--- src/rtl/execute_pipe.sv ---
// execute_pipe: integer execute stage with operand forwarding, single-cycle ALU and a
// valid/ready output register. Define EXEC_MULDIV_EN to build the iterative MUL/DIV unit.
module execute_pipe #(
   parameter int XLEN       = 32,
   parameter int NUM_FWD    = 2,
   parameter int REG_ADDR_W = 5,
   localparam int FSEL_W    = $clog2(NUM_FWD + 1),
   localparam int SH_W      = $clog2(XLEN)
) (
   input  logic                      clk,
   input  logic                      rst_n,
   input  logic                      flush,
   input  logic                      in_valid,
   output logic                      in_ready,
   input  logic [3:0]                op,
   input  logic [XLEN-1:0]           rs1_data,
   input  logic [XLEN-1:0]           rs2_data,
   input  logic [XLEN-1:0]           imm,
   input  logic                      src1_sel,
   input  logic                      src2_sel,
   input  logic [FSEL_W-1:0]         fwd_sel1,
   input  logic [FSEL_W-1:0]         fwd_sel2,
   input  logic [NUM_FWD*XLEN-1:0]   fwd_data,
   input  logic [REG_ADDR_W-1:0]     rd_addr,
   input  logic                      reg_write,
   input  logic                      mem_write,
   input  logic [1:0]                wb_sel,
   output logic                      out_valid,
   input  logic                      out_ready,
   output logic [XLEN-1:0]           result,
   output logic [XLEN-1:0]           store_data,
   output logic [REG_ADDR_W-1:0]     rd_addr_out,
   output logic                      reg_write_out,
   output logic                      mem_write_out,
   output logic [1:0]                wb_sel_out,
   output logic                      illegal_op
);

   typedef enum logic [1:0] {IDLE, MUL, DIV, DONE} state_t;
   state_t state;

   logic [XLEN-1:0] fwd1, fwd2, in1, in2;
   logic [XLEN-1:0] alu_res;
   logic            alu_ill;
   logic [SH_W-1:0] shamt;
   logic            slot_free, accept, load;
   logic [XLEN-1:0] ld_res, ld_store;
   logic [REG_ADDR_W-1:0] ld_rd;
   logic            ld_rw, ld_mw, ld_ill;
   logic [1:0]      ld_wb;

   // Out-of-range forwarding selects fall back to the register-file value.
   always_comb begin
      fwd1 = rs1_data;
      fwd2 = rs2_data;
      for (int unsigned k = 1; k <= NUM_FWD; k++) begin
         if (fwd_sel1 == FSEL_W'(k)) fwd1 = fwd_data[(k-1)*XLEN +: XLEN];
         if (fwd_sel2 == FSEL_W'(k)) fwd2 = fwd_data[(k-1)*XLEN +: XLEN];
      end
   end

   assign in1   = src1_sel ? imm : fwd1;
   assign in2   = src2_sel ? imm : fwd2;
   assign shamt = in2[SH_W-1:0];

   always_comb begin
      alu_res = '0;
      alu_ill = 1'b0;
      case (op)
         4'd0:    alu_res = in1 + in2;
         4'd1:    alu_res = in1 - in2;
         4'd2:    alu_res = in1 & in2;
         4'd3:    alu_res = in1 | in2;
         4'd4:    alu_res = in1 ^ in2;
         4'd5:    alu_res = {{(XLEN-1){1'b0}}, $signed(in1) < $signed(in2)};
         4'd6:    alu_res = {{(XLEN-1){1'b0}}, in1 < in2};
         4'd7:    alu_res = in1 << shamt;
         4'd8:    alu_res = in1 >> shamt;
         4'd9:    alu_res = XLEN'($signed(in1) >>> shamt);
         4'd10:   alu_res = in2;
         default: alu_ill = 1'b1;
      endcase
   end

   assign slot_free = !out_valid || out_ready;
   assign in_ready  = (state == IDLE) && slot_free && !flush;
   assign accept    = in_valid && in_ready;

`ifdef EXEC_MULDIV_EN
   state_t                state_nxt;
   logic [SH_W-1:0]       cnt;
   logic [XLEN-1:0]       acc_hi, acc_lo, opnd, md_res, md_store;
   logic [3:0]            md_op;
   logic [REG_ADDR_W-1:0] md_rd;
   logic                  md_rw, md_mw, md_load, is_md, is_mul;
   logic [1:0]            md_wb;
   logic [XLEN:0]         mul_sum, div_shift, div_diff;

   assign is_md  = (op >= 4'd11) && (op <= 4'd14);
   assign is_mul = (op == 4'd11) || (op == 4'd12);

   // acc_hi:acc_lo is the product for MUL and remainder:quotient for DIV.
   assign mul_sum   = {1'b0, acc_hi} + (acc_lo[0] ? {1'b0, opnd} : '0);
   assign div_shift = {acc_hi, acc_lo[XLEN-1]};
   assign div_diff  = div_shift - {1'b0, opnd};
   assign md_res    = ((md_op == 4'd12) || (md_op == 4'd14)) ? acc_hi : acc_lo;

   always_comb begin
      state_nxt = state;
      md_load   = 1'b0;
      case (state)
         IDLE:     if (accept && is_md) state_nxt = is_mul ? MUL : DIV;
         MUL, DIV: if (cnt == SH_W'(XLEN-1)) state_nxt = DONE;
         DONE:     if (slot_free) begin
                      state_nxt = IDLE;
                      md_load   = 1'b1;
                   end
         default:  state_nxt = IDLE;
      endcase
      if (flush) begin
         state_nxt = IDLE;
         md_load   = 1'b0;
      end
   end

   always_ff @(posedge clk or negedge rst_n) begin
      if (!rst_n) begin
         state    <= IDLE;
         cnt      <= '0;
         acc_hi   <= '0;
         acc_lo   <= '0;
         opnd     <= '0;
         md_op    <= '0;
         md_store <= '0;
         md_rd    <= '0;
         md_rw    <= 1'b0;
         md_mw    <= 1'b0;
         md_wb    <= '0;
      end else begin
         state <= state_nxt;
         if (accept && is_md) begin
            cnt      <= '0;
            acc_hi   <= '0;
            acc_lo   <= is_mul ? in2 : in1;
            opnd     <= is_mul ? in1 : in2;
            md_op    <= op;
            md_store <= fwd2;
            md_rd    <= rd_addr;
            md_rw    <= reg_write;
            md_mw    <= mem_write;
            md_wb    <= wb_sel;
         end else if (state == MUL) begin
            acc_hi <= mul_sum[XLEN:1];
            acc_lo <= {mul_sum[0], acc_lo[XLEN-1:1]};
            cnt    <= cnt + 1'b1;
         end else if (state == DIV) begin
            if (!div_diff[XLEN]) begin
               acc_hi <= div_diff[XLEN-1:0];
               acc_lo <= {acc_lo[XLEN-2:0], 1'b1};
            end else begin
               acc_hi <= div_shift[XLEN-1:0];
               acc_lo <= {acc_lo[XLEN-2:0], 1'b0};
            end
            cnt <= cnt + 1'b1;
         end
      end
   end

   assign load     = (accept && !is_md) || md_load;
   assign ld_res   = md_load ? md_res   : alu_res;
   assign ld_store = md_load ? md_store : fwd2;
   assign ld_rd    = md_load ? md_rd    : rd_addr;
   assign ld_rw    = md_load ? md_rw    : reg_write;
   assign ld_mw    = md_load ? md_mw    : mem_write;
   assign ld_wb    = md_load ? md_wb    : wb_sel;
   assign ld_ill   = md_load ? 1'b0     : alu_ill;
`else
   assign state    = IDLE;
   assign load     = accept;
   assign ld_res   = alu_res;
   assign ld_store = fwd2;
   assign ld_rd    = rd_addr;
   assign ld_rw    = reg_write;
   assign ld_mw    = mem_write;
   assign ld_wb    = wb_sel;
   assign ld_ill   = alu_ill;
`endif

   always_ff @(posedge clk or negedge rst_n) begin
      if (!rst_n) begin
         out_valid     <= 1'b0;
         result        <= '0;
         store_data    <= '0;
         rd_addr_out   <= '0;
         reg_write_out <= 1'b0;
         mem_write_out <= 1'b0;
         wb_sel_out    <= '0;
         illegal_op    <= 1'b0;
      end else if (flush) begin
         out_valid <= 1'b0;
      end else if (load) begin
         out_valid     <= 1'b1;
         result        <= ld_res;
         store_data    <= ld_store;
         rd_addr_out   <= ld_rd;
         reg_write_out <= ld_rw;
         mem_write_out <= ld_mw;
         wb_sel_out    <= ld_wb;
         illegal_op    <= ld_ill;
      end else if (out_ready) begin
         out_valid <= 1'b0;
      end
   end

endmodule

--- config.mk ---
export PLATFORM = sky130hd
export DESIGN_NAME = execute_pipe
export DESIGN_NICKNAME = d
export VERILOG_FILES = /design/src/rtl/execute_pipe.sv
export SDC_FILE = /design/constraint.sdc
export NUM_CORES = 1
export LEC_CHECK = 0
export CELL_PAD_IN_SITES_DETAIL_PLACEMENT = 1
export CELL_PAD_IN_SITES_GLOBAL_PLACEMENT = 1
export CORE_UTILIZATION = 39
export CTS_CLUSTER_SIZE = 10
export DETAILED_ROUTE_END_ITERATION = 16
export GPL_TIMING_DRIVEN = 0
export PLACE_DENSITY = 0.79
export REMOVE_ABC_BUFFERS = 1
export SLEW_MARGIN = 10
export SYNTH_ARGS = -nofsm -noshare
export SYNTH_HDL_FRONTEND = slang
export SYNTH_SLANG_ARGS = --single-unit
--- constraint.sdc ---
create_clock -name clk -period 1.96 [get_ports clk]
set_clock_uncertainty 0.05 [all_clocks]
set_input_delay 0.392 -clock clk [delete_from_list [all_inputs] [get_ports clk]]
set_output_delay 0.392 -clock clk [all_outputs]
set_load 0.01 [all_outputs]
==> results of run 1 <==
## timing repair
action	CTS	global route
pin swaps	99	80
hold endpoints to repair	25	0
gates cloned	23	5
setup endpoints to repair	70	37
setup buffers	127	71
gates resized for setup	406	166
hold buffers	1	0
## critical path, stage by stage
cell	delay, ns
clkdlybuf4s50_1	0.51
mux2i_1	0.11
a22oi_2	0.25
o21ai_4	0.10
inv_2	0.11
ha_4	0.22
buf_4	0.17
nand2_1	0.22
a21oi_1	0.12
a221oi_2	0.65
o41ai_4	0.27
buf_6	0.21
buf_4	0.13
a21o_1	0.19
a21oi_4	0.20
nor4_1	0.09
a2111oi_0	0.34
a32oi_1	0.16
## Yosys cell counts (all sizes together) (22+ instances only)
cell type and instances:
a211oi 24, a21oi 172, a221oi 38, a22oi 43, buf 69, clkbuf 79
dfrtp 75, ha 98, inv 93, mux2 34, mux2i 185, nand2 201
nand2b 24, nand3 28, nor2 161, nor3 26, o211ai 30, o21ai 203
o22a 27, xnor2 22
## final cells by class
cell class	instances	area (sq um)	area share (%)
diodes	3	7.507	0.03499
clock buffers	9	225.2	1.050
clock inverters	7	65.06	0.3032
inverters	95	447.9	2.087
multi-input cells	1597	13000	60.59
flip-flops and latches	75	1877	8.746
well taps	455	569.3	2.653
repair buffers	491	5229	24.37
repair inverters	3	35.03	0.1633
## cell families after synthesis
kind of cell	after synthesis	synth area share [%]
AO/OA/AOI/OAI	728	34.60
adder cells (fa/ha/maj)	100	9.208
flip-flops	75	13.65
multiplexers	220	16.47
AND/OR/NAND/NOR	513	16.67
XOR/XNOR	24	1.665
buffers and inverters	243	7.743
## through the flow
stage | TNS [ns] | total power, uW | hold slack, ns
after floorplan | -171.46 | 5893 | 0.04641
after global placement | -590.87 | 8501 | 0.4109
after detailed placement | -172.64 | 8729 | 0.3097
after CTS | -48.90 | 12290 | 0.4333
after global routing | -60.09 | 14350 | 0.2411
final | -59.73 | 14110 | 0.2524
## cells in the final DEF, fill, tap and decap left out, drive strengths merged, types with 27 or more instances in the layout
cell | Yosys | routed
a21oi | 172 | 172
a221oi | 38 | 38
a22oi | 43 | 43
buf | 69 | 229
clkdlybuf4s50 | 0 | 231
dfrtp | 75 | 75
ha | 98 | 98
inv | 93 | 96
mux2 | 34 | 34
mux2i | 185 | 185
nand2 | 201 | 205
nand2b | 24 | 27
nand3 | 28 | 28
nor2 | 161 | 162
o211ai | 30 | 30
o21ai | 203 | 203
o22a | 27 | 27
## per-layer routing
metal / GRT usage, % / vias to the layer above / part of all wire, %
li1: - / 7835 / -
met1: 57.84 / 9760 / 35
met2: 72.84 / 1762 / 42
met3: 13.63 / 710 / 14
met4: 29.37 / 2 / 9.3
met5: 0 / - / 0.014
## state kept, by name, summed over array words and instances (netlist names)
signal	count
result	32
store_data	32
rd_addr_out	5
wb_sel_out	2
illegal_op	1
mem_write_out	1
out_valid	1
reg_write_out	1
## path summary, 6_finish.rpt
kind	startpoint	endpoint	slack, ns	depth (start not counted)
worst max register to register	out_valid	result[17]	-0.85	9
worst max-delay path	fwd_data[41]	result[17]	-2.30	18
worst min-delay path	flush	out_valid	0.25	2
min in group asynchronous	rst_n	store_data[22]	0.44	2
worst min register to register	store_data[25]	store_data[25]	0.44	2
max in group asynchronous	rst_n	store_data[6]	0.73	3
## where the power goes
| group | leakage (uW) | internal, uW | total, uW | switching [uW] |
|---|---|---|---|---|
| Clock | 0.000141 | 896 | 1960 | 1060 |
| Sequential | 0.000956 | 1770 | 1930 | 159 |
| Combinational | 0.00770 | 4180 | 10200 | 6040 |
==> impl_metrics.env, run 1 <==
export IMPL_vias=20070
export IMPL_status="finished, violations left"
export IMPL_avgViaCountPerCell=7.338
export IMPL_crit_type="input port to flop"
export IMPL_worstHoldPathType="input port to flop"
export IMPL_dp_slack_ns=-5.627
export IMPL_synth_area_sq_um=13750
export IMPL_ys_flop_type="dfrtp_1"
export IMPL_antenna_found_initial=3
export IMPL_post_route_util_pct=61.97
export IMPL_core_area_sq_um=34630
export IMPL_first_pass_iters=7
export IMPL_grt_setup_unrepaired="true"
export IMPL_worstSkewPairLatency_ns=0.41
export IMPL_postLayoutCellArea_sq_um=21460
export IMPL_grt_pass1_wl_um=126600
export IMPL_finalHoldViolations=0
export IMPL_required_ns=2.15
export IMPL_drtIter0Drc=2855
export IMPL_place_gp_congestion=0.9897
export IMPL_ys_ff_latch=75
export IMPL_synth_cell_types=87
export IMPL_synth_top_cell_area_share_pct=13.65
export IMPL_grt_pass1_vias=19270
export IMPL_routed_wl_um=97490
export IMPL_end_kind="flop"
export IMPL_overflow=0
export IMPL_vdd_drop_max_mv=0.6141
export IMPL_violations="negative setup slack"
export IMPL_nNetsFinal=2556
export IMPL_cts_root_buf="clkbuf_16"
export IMPL_yosysWarnings=0
export IMPL_cp_max_fo=9
export IMPL_postPlaceCellArea_sq_um=16740
export IMPL_die_x_um=189.8
export IMPL_clk_pin_slew_ns=0.08
export IMPL_cts_buffers=9
export IMPL_htree_num_levels=3
export IMPL_fmax_mhz=234.9
export IMPL_grt_use_total_pct=47.27
export IMPL_dp_cells=2493
export IMPL_io_pins=260
export IMPL_cts_buffer_depth=2
export IMPL_power_density_nw_per_um2=657.4
export IMPL_grt_start_max_net_pins=73
export IMPL_dp_hpwl_um=54770
export IMPL_p_leak_uw=0.008793
export IMPL_setup_viol=33
export IMPL_cts_tree="built"
export IMPL_timing_final_ws_setup_ns=-2.297
export IMPL_tightest_slew_ns=1.373
export IMPL_fill_cells=3937
export IMPL_synth_enable_flop_cells=0
export IMPL_drcViolationCount=0
export IMPL_cts_sinks=75
export IMPL_routedWlPerCell_um=35.64
export IMPL_drive_gt1_share_pct=27.93
export IMPL_rows=68
export IMPL_max_cap_violations=0
export IMPL_relSlewSlack_pct=7.511
export IMPL_cp_start_kind="input port"
export IMPL_arrival_ns=4.45
export IMPL_syn_inst=1903
export IMPL_drtAntennaViolNets=0
export IMPL_async_flop_share_pct=100.0
export IMPL_synth_top_cell_by_area="dfrtp_1"
export IMPL_yosys_top_cells_area="dfrtp_1, mux2i_1, ha_1"
export IMPL_avgSynthCellArea_sq_um=7.226
export IMPL_area_growth_pct=56.04
export IMPL_ys_seq_area_share_pct=13.65
export IMPL_initial_utilization_pct=39.71
export IMPL_slew_violations=0
export IMPL_dieArea_sq_um=36020
export IMPL_portBuffers=259
export IMPL_min_period_over_period_pct=217.2
export IMPL_fp_dieH_um=189.8
export IMPL_finalCriticalPeriod_ns=4.257
export IMPL_fin_cells=2735
(Power assumes the default switching activity.)
==> inputs of run 2 (changes only) <==
--- a/config.mk
+++ b/config.mk
@@ -5,6 +5,7 @@
 export SDC_FILE = /design/constraint.sdc
 export NUM_CORES = 1
 export LEC_CHECK = 0
+export CAP_MARGIN = 25
 export CELL_PAD_IN_SITES_DETAIL_PLACEMENT = 1
 export CELL_PAD_IN_SITES_GLOBAL_PLACEMENT = 1
 export CORE_UTILIZATION = 39
==> impl_metrics.env, run 2 (same netlist as run 1, synthesis figures left out) <==
export IMPL_cts_buffer_depth=2
export IMPL_r2r_setup_slack_ns=-0.91
export IMPL_multi_input_area_sq_um=12930
export IMPL_dp_hpwl_um=54870
export IMPL_sw_frac_of_total_pct=51.06
export IMPL_vias=19610
export IMPL_critPathLaunch="fwd_sel2[0]"
export IMPL_worstSkewPairLatency_ns=0.40
export IMPL_place_gp_congestion=0.9897
export IMPL_required_ns=2.17
export IMPL_vdd_drop_max_mv=0.4889
export IMPL_arrival_ns=4.48
export IMPL_cp_start_kind="input port"
export IMPL_p_comb_share_pct=72.3
export IMPL_initial_utilization_pct=39.71
export IMPL_finalCriticalPeriod_ns=4.274
export IMPL_end_kind="flop"
export IMPL_worst_path_stages=19
export IMPL_timing_final_ws_setup_ns=-2.314
export IMPL_postPlaceCellArea_sq_um=16770
export IMPL_fp_dieH_um=189.8
export IMPL_p_int_uw=6823
export IMPL_drcViolationCount=0
export IMPL_regArea_sq_um=1877
export IMPL_rows=68
export IMPL_r2r_end="result[17]"
export IMPL_power_switching_uw=7119
export IMPL_cp_slowest_cell="a221oi_2"
export IMPL_critical_path_buf_inv_count=4
export IMPL_cts_root_buf="clkbuf_16"
export IMPL_p_leak_uw=0.008644
export IMPL_portBuffers=259
export IMPL_ff2ff_path_depth=9
export IMPL_endpoint="result[19]"
export IMPL_routed_wl_um=93830
export IMPL_cp_max_fo=13
export IMPL_relSlewSlack_pct=8.770
export IMPL_fin_cells=2712
export IMPL_layout_commonest_cell="clkdlybuf4s50_1"
export IMPL_path_cells="buf_16 -> buf_4 -> nand2b_4 -> o22a_1 -> o21ai_0 -> o21ai_1 -> ha_2 -> nand2_1 -> a21oi_1 -> a221oi_2 -> o41ai_4 -> buf_6 -> buf_6 -> a21o_1 -> a21oi_4 -> nor3_4 -> mux2i_2 -> a221oi_2 -> a31oi_1"
export IMPL_grt_start_max_net_pins=73
export IMPL_status="finished, violations left"
export IMPL_violations="negative setup slack"
export IMPL_layout_common_cells="clkdlybuf4s50_1, nand2_1, mux2i_1"
export IMPL_whs_ns=0.4308
export IMPL_fmax_mhz=234.0
export IMPL_grt_pass1_vias=19370
export IMPL_r2r_start="out_valid"
export IMPL_grt_use_total_pct=46.85
export IMPL_htree_num_levels=3
export IMPL_max_cap_violations=0
export IMPL_drtAntennaViolNets=0
export IMPL_seqPwrFrac_pct=13.8
export IMPL_io_pins=260
export IMPL_routedWlPerCell_um=34.60
export IMPL_cp_top_family="compound AO/OA/AOI/OAI gates"
export IMPL_fill_cells=3923
export IMPL_overflow=0
export IMPL_cts_sinks=75
export IMPL_area_growth_pct=54.30
export IMPL_setup_viol=32
export IMPL_worstHoldPathType="input port to async pin"
export IMPL_cpPeakStageDelay_ns=0.56
export IMPL_top_regs="result: 32 flops, store_data: 32 flops, rd_addr_out: 5 flops"
export IMPL_antenna_found_initial=2
export IMPL_clock_power_share_pct=13.9
export IMPL_min_period_over_period_pct=218.1
export IMPL_first_pass_iters=6
export IMPL_tns_ns=-59.82
export IMPL_slew_violations=0
export IMPL_dieArea_sq_um=36020
export IMPL_grt_setup_unrepaired="true"
export IMPL_nNetsFinal=2534
export IMPL_drive_gt1_share_pct=26.78
export IMPL_postLayoutCellArea_sq_um=21220
export IMPL_core_area_sq_um=34630
export IMPL_die_x_um=189.8
export IMPL_avgViaCountPerCell=7.229
export IMPL_cts_buffers=9
export IMPL_drtIter0Drc=2823
export IMPL_clk_pin_slew_ns=0.08
export IMPL_dp_cells=2495
export IMPL_tightest_slew_ns=1.368
export IMPL_cts_tree="built"
export IMPL_grt_pass1_wl_um=125800
export IMPL_crit_type="input port to flop"
export IMPL_finalHoldViolations=0
export IMPL_power_density_nw_per_um2=657.1
==> run 2: worst min path at each step <==
stage                        start              to  slack, ns
finish                       rst_n  store_data[31]       0.43
CTS                          rst_n  store_data[31]       0.43
floorplan                    rst_n      illegal_op       0.05
detailed placement           rst_n  store_data[31]       0.31
global placement    store_data[23]  store_data[23]       0.41
global route        store_data[25]  store_data[25]       0.45
==> run 2: power groups by stage <==
stage	Sequential [uW]	Combinational, uW	Clock, uW
global route	1940	10300	1940
detailed placement	1930	6820	0
finish	1930	10100	1930
CTS	1900	8630	1880
global placement	1910	6590	0
floorplan	2020	3870	0
==> run 2: through the flow <==
stage | total power (uW) | worst slack [ns] | util (%)
floorplan | 5893 | -4.485 | -
finish | 13940 | -2.314 | 61.28
CTS | 12400 | -1.918 | 58.38
global placement | 8501 | -8.500 | 46.81
global route | 14210 | -2.321 | 61.27
detailed placement | 8750 | -5.658 | 48.43
==> run 2: layout make-up <==
class / instances / share of cell area [%]
inverter: 95 / 2.052
multi-input combinational: 1594 / 60.93
antenna: 2 / 0.02359
timing repair buffer: 473 / 23.97
timing repair inverter: 2 / 0.1297
tap: 455 / 2.683
clock buffer: 9 / 1.061
clock inverter: 7 / 0.3066
sequential: 75 / 8.845
==> run 2: what timing repair did <==
| action | CTS | global route |
|---|---|---|
| cloned | 17 | 4 |
| hold buffers | 1 | 0 |
| buffers inserted | 128 | 50 |
| endpoints found under the setup margin | 70 | 35 |
| hold endpoints to repair | 25 | 0 |
| pin swaps | 108 | 85 |
| resized for setup | 416 | 129 |
==> run 2: routing by layer <==
metal  wire length, um  up-vias  track usage, %
met4              7901        0           27.45
met2             39910     1662           71.56
met3             11540      575           13.24
li1                  -     7781               -
met1             34480     9588           58.61
met5                 0        -               0
